--- config.mk ---
export PLATFORM = sky130hd
export DESIGN_NAME = mseq_gen
export DESIGN_NICKNAME = d
export VERILOG_FILES = /design/src/rtl/mseq_pkg.sv /design/src/rtl/mseq_step.sv /design/src/rtl/mseq_gen.sv
export SDC_FILE = /design/constraint.sdc
export NUM_CORES = 1
export LEC_CHECK = 0
export CORE_MARGIN = 4
export CORE_UTILIZATION = 25
export DETAILED_ROUTE_END_ITERATION = 10
export SYNTH_ARGS = -nofsm -noshare
export SYNTH_HDL_FRONTEND = slang
export SYNTH_SLANG_ARGS = --single-unit
--- constraint.sdc ---
create_clock -name clk -period 2.4 [get_ports clk]
set_clock_uncertainty 0.05 [all_clocks]
set_input_delay 0.24 -clock clk [delete_from_list [all_inputs] [get_ports clk]]
set_output_delay 0.24 -clock clk [all_outputs]
set_load 0.005 [all_outputs]
--- src/rtl/mseq_pkg.sv ---
// mseq_pkg: shared types and constants for the maximal-sequence generator.
//   mode_e       - LFSR feedback structure (Fibonacci or Galois)
//   TAPS_FIB_W4  - reset tap mask used by mseq_gen (x^4 + x^3 + 1, Fibonacci form)
//   TAPS_GAL_Wn  - maximal-length Galois (right-shift) tap masks for common widths
package mseq_pkg;

    typedef enum logic {
        MODE_FIB = 1'b0,
        MODE_GAL = 1'b1
    } mode_e;

    localparam logic [3:0]  TAPS_FIB_W4  = 4'b0011;
    localparam logic [3:0]  TAPS_GAL_W4  = 4'b1100;
    localparam logic [7:0]  TAPS_GAL_W8  = 8'hB8;
    localparam logic [15:0] TAPS_GAL_W16 = 16'hB400;
    localparam logic [31:0] TAPS_GAL_W32 = 32'hD000_0001;

endpackage

--- src/rtl/mseq_step.sv ---
// mseq_step: purely combinational single-step next-state logic of the LFSR.
//   state   - current LFSR register
//   taps    - feedback tap mask
//   mode    - MODE_FIB: shift right, new MSB = XOR of tapped bits
//             MODE_GAL: shift right, XOR taps in when the outgoing bit is 1
//   next    - LFSR value after one step
//   out_bit - bit shifted out by this step (pre-step state[0])
module mseq_step
    import mseq_pkg::*;
#(
    parameter int unsigned WIDTH = 4
) (
    input  logic [WIDTH-1:0] state,
    input  logic [WIDTH-1:0] taps,
    input  mode_e            mode,
    output logic [WIDTH-1:0] next,
    output logic             out_bit
);

    logic fb;

    always_comb begin
        fb      = ^(state & taps);
        out_bit = state[0];
        next    = '0;
        unique case (mode)
            MODE_FIB: next = {fb, state[WIDTH-1:1]};
            MODE_GAL: next = (state >> 1) ^ (state[0] ? taps : '0);
            default:  next = '0;
        endcase
    end

endmodule

--- src/rtl/mseq_gen.sv ---
// mseq_gen: configurable LFSR sequence generator with step divider and
// period detection. All registers live here; the step function is in mseq_step.
//   clk, rst      - clock, asynchronous active-high reset
//   cfg_load      - strobe capturing cfg_taps/cfg_seed/cfg_mode/cfg_div and
//                   restarting the sequence from the new seed
//   en            - run enable; a step happens every div+1 enabled cycles
//   state         - current LFSR register
//   bit_out       - bit shifted out by the most recent step
//   bit_valid     - one-cycle pulse aligned with each new state
//   period_done   - one-cycle pulse when a step returned the state to the seed
//   period_len    - step count of the last completed period
//   lockup        - state is all zeros
module mseq_gen
    import mseq_pkg::*;
#(
    parameter int unsigned     WIDTH    = 4,
    parameter int unsigned     DIV_W    = 8,
    parameter logic [WIDTH-1:0] RST_TAPS = TAPS_FIB_W4
) (
    input  logic             clk,
    input  logic             rst,
    input  logic             cfg_load,
    input  logic [WIDTH-1:0] cfg_taps,
    input  logic [WIDTH-1:0] cfg_seed,
    input  logic             cfg_mode,
    input  logic [DIV_W-1:0] cfg_div,
    input  logic             en,
    output logic [WIDTH-1:0] state,
    output logic             bit_out,
    output logic             bit_valid,
    output logic             period_done,
    output logic [WIDTH:0]   period_len,
    output logic             lockup
);

    logic [WIDTH-1:0] taps_r;
    logic [WIDTH-1:0] seed_r;
    mode_e            mode_r;
    logic [DIV_W-1:0] div_r;
    logic [DIV_W-1:0] divcnt;
    logic [WIDTH-1:0] state_r;
    logic [WIDTH:0]   step_cnt;
    logic [WIDTH:0]   period_len_r;
    logic             bit_out_r;
    logic             bit_valid_r;
    logic             period_done_r;

    logic [WIDTH-1:0] next_state;
    logic             step_bit;
    logic [WIDTH:0]   step_inc;
    logic             returned;

    mseq_step #(
        .WIDTH (WIDTH)
    ) u_step (
        .state   (state_r),
        .taps    (taps_r),
        .mode    (mode_r),
        .next    (next_state),
        .out_bit (step_bit)
    );

    // Saturating increment: a sequence that never returns must not wrap
    // the counter into a bogus period length.
    assign step_inc = (step_cnt == '1) ? step_cnt : step_cnt + (WIDTH+1)'(1);

    // A zero state trivially "returns" to a zero seed on every step; that is
    // lockup, not a period, so it never reports period_done.
    assign returned = (next_state == seed_r) && (state_r != '0);

    always_ff @(posedge clk or posedge rst) begin
        if (rst) begin
            taps_r        <= RST_TAPS;
            seed_r        <= WIDTH'(1);
            mode_r        <= MODE_FIB;
            div_r         <= '0;
            divcnt        <= '0;
            state_r       <= WIDTH'(1);
            step_cnt      <= '0;
            period_len_r  <= '0;
            bit_out_r     <= 1'b0;
            bit_valid_r   <= 1'b0;
            period_done_r <= 1'b0;
        end else if (cfg_load) begin
            taps_r        <= cfg_taps;
            seed_r        <= cfg_seed;
            mode_r        <= mode_e'(cfg_mode);
            div_r         <= cfg_div;
            state_r       <= cfg_seed;
            divcnt        <= '0;
            step_cnt      <= '0;
            bit_valid_r   <= 1'b0;
            period_done_r <= 1'b0;
        end else begin
            bit_valid_r   <= 1'b0;
            period_done_r <= 1'b0;
            if (en) begin
                if (divcnt != div_r) begin
                    divcnt <= divcnt + DIV_W'(1);
                end else begin
                    divcnt      <= '0;
                    state_r     <= next_state;
                    bit_out_r   <= step_bit;
                    bit_valid_r <= 1'b1;
                    if (returned) begin
                        period_done_r <= 1'b1;
                        period_len_r  <= step_inc;
                        step_cnt      <= '0;
                    end else begin
                        step_cnt <= step_inc;
                    end
                end
            end
        end
    end

    assign state       = state_r;
    assign bit_out     = bit_out_r;
    assign bit_valid   = bit_valid_r;
    assign period_done = period_done_r;
    assign period_len  = period_len_r;
    assign lockup      = (state_r == '0);

endmodule
# Word level (Yosys, flattened, before mapping)

Index checks and enable logic that the tools add are counted.

Add/sub/neg operators: 2
Bitwise operators: 5
Equality and inequality tests: 4
Reductions and logical operators: 8
Muxes and demuxes: 20

Operator list:

| kind                                        | count |
|---|---|
| two-way mux 5 bit                           | 5 |
| two-way mux 8 bit                           | 3 |
| two-way mux 4 bit                           | 4 |
| adder 8 x 1 -> 8 bit, second input constant | 1 |
| != test 8 bit                               | 1 |
| case mux 4 bit (2 select lines)             | 1 |
| two-way mux 1 bit                           | 7 |
| adder 5 x 1 -> 5 bit, second input constant | 1 |
| equality test 5 bit, second input constant  | 1 |
| AND 4 bit                                   | 1 |
| equality test 4 bit                         | 1 |
| logical NOT 4 bit                           | 1 |
| AND reduction 4 bit                         | 1 |
| nonzero test 4 bit                          | 1 |
| XOR reduction 4 bit                         | 1 |
| bitwise XOR 3 x 4 -> 4 bit                  | 1 |
| inverter 1 bit                              | 3 |
| AND reduction 3 bit                         | 1 |
| != test 2 bit, second input constant        | 1 |
| AND reduction 2 bit                         | 1 |
| nonzero test 2 bit                          | 1 |
| logical AND 1 bit                           | 1 |

Output and inout port bits: 13
Register bits: 42
Logic and storage cells: 50
Input bits: 21

# Logic depth before layout (Yosys ltp)

Gate-level depths: netlist of run 1.

Depth in word-level cells: 9
Depth in mapped cells: 7
Depth with buffers taken out: 7

# Cells and area by module

Synthesis of run 1 repeated with hierarchy kept, for this count alone.

Cell total of the unflattened synthesis: 196
Area, all modules: 2184.6 um2

Modules (own cells, without submodules):

| module    | area each (um2) | sequential area each (um2) | instances | cells an instance |
|---|---|---|---|---|
| mseq_gen  | 2035.7          | 1056.0                     | 1         | 177 |
| mseq_step | 148.9           | 0.0                        | 1         | 19 |

# Least setup slack after synthesis of run 1

OpenSTA, ideal clock, no wires.

Path kind: reg2reg
From: register state_r[0] (netlist: state[0])
To: register period_len_r[0] (netlist: period_len[0])
Required time: 2.225 ns
Arrival time: 2.014 ns
Clock period less this slack: 2.188 ns
Setup slack: 0.212 ns
Setup time: 0.125 ns
Stages on the path, launching flop included: 8
Cells stage by stage: dfstp_2 buf_4 nand2_1 xnor2_1 xnor2_1 a211o_1 a211oi_4 mux2_2

Word-level cells in the longest chain between the ends: 6

RTL lines:

| item                                                                     | RTL line                         | RTL |
|---|---|---|
| from (decl)                                                              | mseq_gen.sv:41                   | `logic [WIDTH-1:0] state_r;` |
| from (signal assigned)                                                   | mseq_gen.sv:89                   | `state_r <= cfg_seed;` |
| from (signal assigned)                                                   | mseq_gen.sv:102                  | `state_r <= next_state;` |
| AND 4 bit / two-way mux 4 bit (equally long branches)                    | mseq_step.sv:23, mseq_step.sv:28 |  |
| XOR reduction 4 bit / bitwise XOR 3 x 4 -> 4 bit (equally long branches) | mseq_step.sv:23, mseq_step.sv:28 |  |
| case mux 4 bit (2 select lines)                                          | mseq_step.sv:26                  | `unique case (mode)` |
| equality test 4 bit                                                      | mseq_gen.sv:69                   | `assign returned = (next_state == seed_r) && (state_r != '0);` |
| logical AND 1 bit *                                                      | mseq_gen.sv:69                   |  |
| AND reduction 4 bit (no line) *                                          | -                                |  |
| to (signal assigned)                                                     | mseq_gen.sv:107                  | `period_len_r <= step_inc;` |
| to (decl)                                                                | mseq_gen.sv:43                   | `logic [WIDTH:0] period_len_r;` |

Every way passes the cells marked *; elsewhere a longest branch is shown, timed or not.
A chain may end at the register's enable or synchronous reset.

# Final worst setup path of run 1

Ends and elaborated chain as after synthesis.

==> results of run 1 <==
-- synth_stat cells, types with 3 or more instances --
master / instances
xnor2_1: 20
nor2_1: 14
dfrtp_1: 38
dfstp_2: 4
nor3_1: 5
nand4_1: 3
mux2_2: 18
mux2i_1: 4
nand3_1: 15
a21oi_1: 14
clkbuf_1: 4
o21ai_0: 13
inv_1: 10
and3_1: 4
nand2_1: 17
-- layout by cell type, fill, tap and decap left out --
| cell | instances |
|---|---|
| a211o_1 | 1 |
| a211oi_1 | 1 |
| a211oi_4 | 1 |
| a21o_1 | 2 |
| a21oi_1 | 14 |
| a31oi_1 | 1 |
| and3_1 | 4 |
| buf_4 | 8 |
| clkbuf_1 | 1 |
| clkbuf_8 | 5 |
| clkdlybuf4s50_1 | 33 |
| clkinv_2 | 1 |
| clkinv_4 | 1 |
| dfrtp_1 | 38 |
| dfstp_2 | 4 |
| ha_1 | 2 |
| inv_1 | 10 |
| mux2_2 | 18 |
| mux2i_1 | 4 |
| nand2_1 | 17 |
| nand2b_1 | 1 |
| nand3_1 | 15 |
| nand3b_1 | 1 |
| nand4_1 | 3 |
| nor2_1 | 14 |
| nor3_1 | 5 |
| nor4_1 | 1 |
| o2111ai_1 | 1 |
| o211ai_1 | 1 |
| o21ai_0 | 13 |
| o221ai_1 | 1 |
| o31ai_1 | 2 |
| or2_2 | 1 |
| or4_1 | 1 |
| xnor2_1 | 20 |
| xor2_1 | 2 |
-- metrics by stage --
| stage | setup slack (ps) | area (µm²) | power, mW | hold WS [ps] |
|---|---|---|---|---|
| after detailed placement | 88.4 | 2590 | 1.03 | 430 |
| after CTS | 64.8 | 2670 | 1.50 | 362 |
| after floorplan | 212 | 2120 | 0.940 | 311 |
| after global placement | 126 | 2590 | 1.02 | 421 |
| after global routing | 5.81 | 2690 | 1.55 | 415 |
| final | 104 | 2690 | 1.47 | 340 |
-- flip-flops by register name, indices dropped and copies added, names as in the netlist --
name / flops
div_r: 8
divcnt: 8
period_len: 5
step_cnt: 5
seed_r: 4
state: 4
taps_r: 4
bit_out: 1
bit_valid: 1
mode_r: 1
period_done: 1
-- worst min-delay path, stage by stage --
cell and delay [ps]:
clkdlybuf4s50_1 400, inv_1 50, buf_4 450
-- area by class of cell --
class / count / share of cell area, %
Sequential cell: 42 / 39.3
Multi-Input combinational cell: 147 / 36.7
Timing Repair Buffer: 41 / 14.5
Tap cell: 105 / 4.89
Clock buffer: 6 / 2.70
Inverter: 10 / 1.40
Clock inverter: 2 / 0.512
-- power groups by stage --
stage	Sequential (mW)	Combinational, mW	Clock [mW]
detailed placement	0.806	0.223	0
CTS	0.793	0.224	0.479
global placement	0.805	0.218	0
floorplan	0.792	0.148	0
finish	0.793	0.222	0.457
global route	0.799	0.248	0.504
-- cell families (layout without fill, tap and decap cells) --
family / Yosys count / count (layout) / synth area share, %
AOI/OAI and AO/OA: 38 / 38 / 11.0
xor gates and xnor gates: 22 / 22 / 9.09
adders and majority gates: 2 / 2 / 1.18
buffers and inverters: 18 / 59 / 3.60
DFF: 42 / 42 / 49.8
muxes: 22 / 22 / 11.5
and+or+nand+nor: 63 / 63 / 13.9
-- layer usage --
metal / vias up / GRT usage [%] / wire [µm]
met5: - / 0 / 0
met4: 0 / 3.21 / 60
met3: 7 / 2.99 / 202
met2: 30 / 15.9 / 2130
met1: 776 / 12.8 / 2220
li1: 798 / - / -
-- final timing paths --
path	slack (ps)	from	depth (start not counted)	end
max in group asynchronous	1590	rst	3	state[0]
worst max-delay path	100	state[0]	6	period_len[0]
worst max register to register	100	state[0]	6	period_len[0]
worst min-delay path	340	rst	3	step_cnt[1]
min in group clk	440	seed_r[0]	2	seed_r[0]
worst min register to register	440	seed_r[0]	2	seed_r[0]
==> flow_metrics.tcl, run 1 <==
set metrics [dict create \
    tritoncts "done" \
    hold_violations 0 \
    final-setup-viol-count 0 \
    grt_pass1_vias 1676 \
    gp_congestion 0.790 \
    max_cap_violations 0 \
    worstPathRequired_ps 2540 \
    multi_input_area_um2 987 \
    report.final.slew_viol_count 0 \
    area.growth.synth_to_final_pct 26.9 \
    crit_path_top_delay_cell "dfstp_2" \
    ys_dominant_reg_cell "dfrtp_1" \
    ctsHoldBuffers 0 \
    vias_per_cell 4.56 \
    post-cts-setup-buffers 0 \
    finalWorstPathRequiredPeriod_ps 2300 \
    final_antenna_net_count 0 \
    number_of_flops_mapped_to_enable_cells_by_yosys 0 \
    path_cells "nand2_1, xnor2_1, xnor2_1, a211o_1, a211oi_4, mux2_2" \
    netlist_instances 207 \
    slowest_delay_ps 620 \
    filler_instances 827 \
    synth_top_cell_by_area "dfrtp_1" \
    drc 0 \
    final_core_util_pct 32.7 \
    synth.area.top_cells "dfrtp_1, mux2_2, xnor2_1, dfstp_2, nand3_1" \
    grt_max_degree 43 \
    clock_tree.buffer_depth 2 \
    outcome "completed" \
    num-nets-final 270 \
    dp.cells 343 \
    first_pass_grt_wire_length_um 7940 \
    p_sw_mw 0.395 \
    vias 1611 \
    actual_slew_at_the_worst_max_slew_pin_ps 545 \
    boundary_pin_count 34 \
    synth_async_sr_flop_share_pct 100 \
    synth.yosys.warnings 0 \
    vdd_drop_max_mv 0.267 \
    ff_latch_area_um2 1060 \
    worst-endpoint-arrival_ps 2440 \
    min_period_over_period_pct 95.7 \
    clock_sinks 42 \
    core_region_area_um2 8220 \
    grt_overflow_total 0 \
    worst_skew_pair.late_latency_ps 300 \
    setup_tns_ps 0 \
    starting_density_of_the_core_pct 25.8 \
    antenna_cells_inserted 0 \
    numCtsBuffers 5 \
    comb_power_share_pct 15.1 \
    cts.reportedPaths.clkPinSlew_ps 90 \
    synth_seq_area_share_pct 49.8 \
    floorplan.die.height_um 100 \
    max_freq_mhz 435 \
    placement.io_buffers 33 \
    synth_nets 230 \
    layoutNonFillerInstCount 353 \
    cp_top_family "compound AO/OA/AOI/OAI gates" \
    start_kind "flop" \
    clkPwrFrac_pct 31.1 \
    routed_wirelength_um 4620 \
    grt.total_usage_pct 9.89 \
    clock_root_buffer "clkbuf_8" \
    share_seq_of_total_power_pct 53.8 \
    power_switching_share_pct 26.8 \
    internal_power_mw 1.08 \
    die-width_um 100 \
    cp_max_fo 9 \
    layout-drive-gt1-share_pct 15.7 \
    drtIter0Drc 110 \
    dp.final_hpwl_um 3260 \
    synth-seq-cells 42 \
    clock_tree.htree_level_count 2 \
    pwr_density_cell_nw_per_um2 548 \
    ys_types 34 \
    yosysTopAreaCellShare_pct 44.9 \
    syn_avg_cell_area_um2 10.2 \
    criticalPathCategory "flop to flop" \
    critical_path.n_buffers_inverters 0 \
    leakage_nw 1.11 \
    grt_setup_unrepaired "no" \
    ctsResizeCount 0 \
    synth.cell_area_um2 2120 \
    die_area_um2 10000 \
    cell_row_count 33 \
    antenna_found_initial 0 \
    drt_pre_antenna_iters 4 \
    slew_headroom_pct 63.7 \
    cp-end-kind "flop" \
    crit_path_frequent_cell "xnor2_1" \
    worstHoldPathType "input port to asynchronous set/reset pin" \
    detail_route.wl_per_cell_um 13.1 \
]
Note: power is estimated with default switching activity, not from simulation.
==> run 2: changes to the inputs <==
--- a/config.mk
+++ b/config.mk
@@ -8,6 +8,7 @@
 export CORE_MARGIN = 4
 export CORE_UTILIZATION = 25
 export DETAILED_ROUTE_END_ITERATION = 10
+export HOLD_SLACK_MARGIN = 0.03
 export SYNTH_ARGS = -nofsm -noshare
 export SYNTH_HDL_FRONTEND = slang
 export SYNTH_SLANG_ARGS = --single-unit
==> results of run 2 <==
The final DEF is identical to that of run 1; final timing and power are the same.
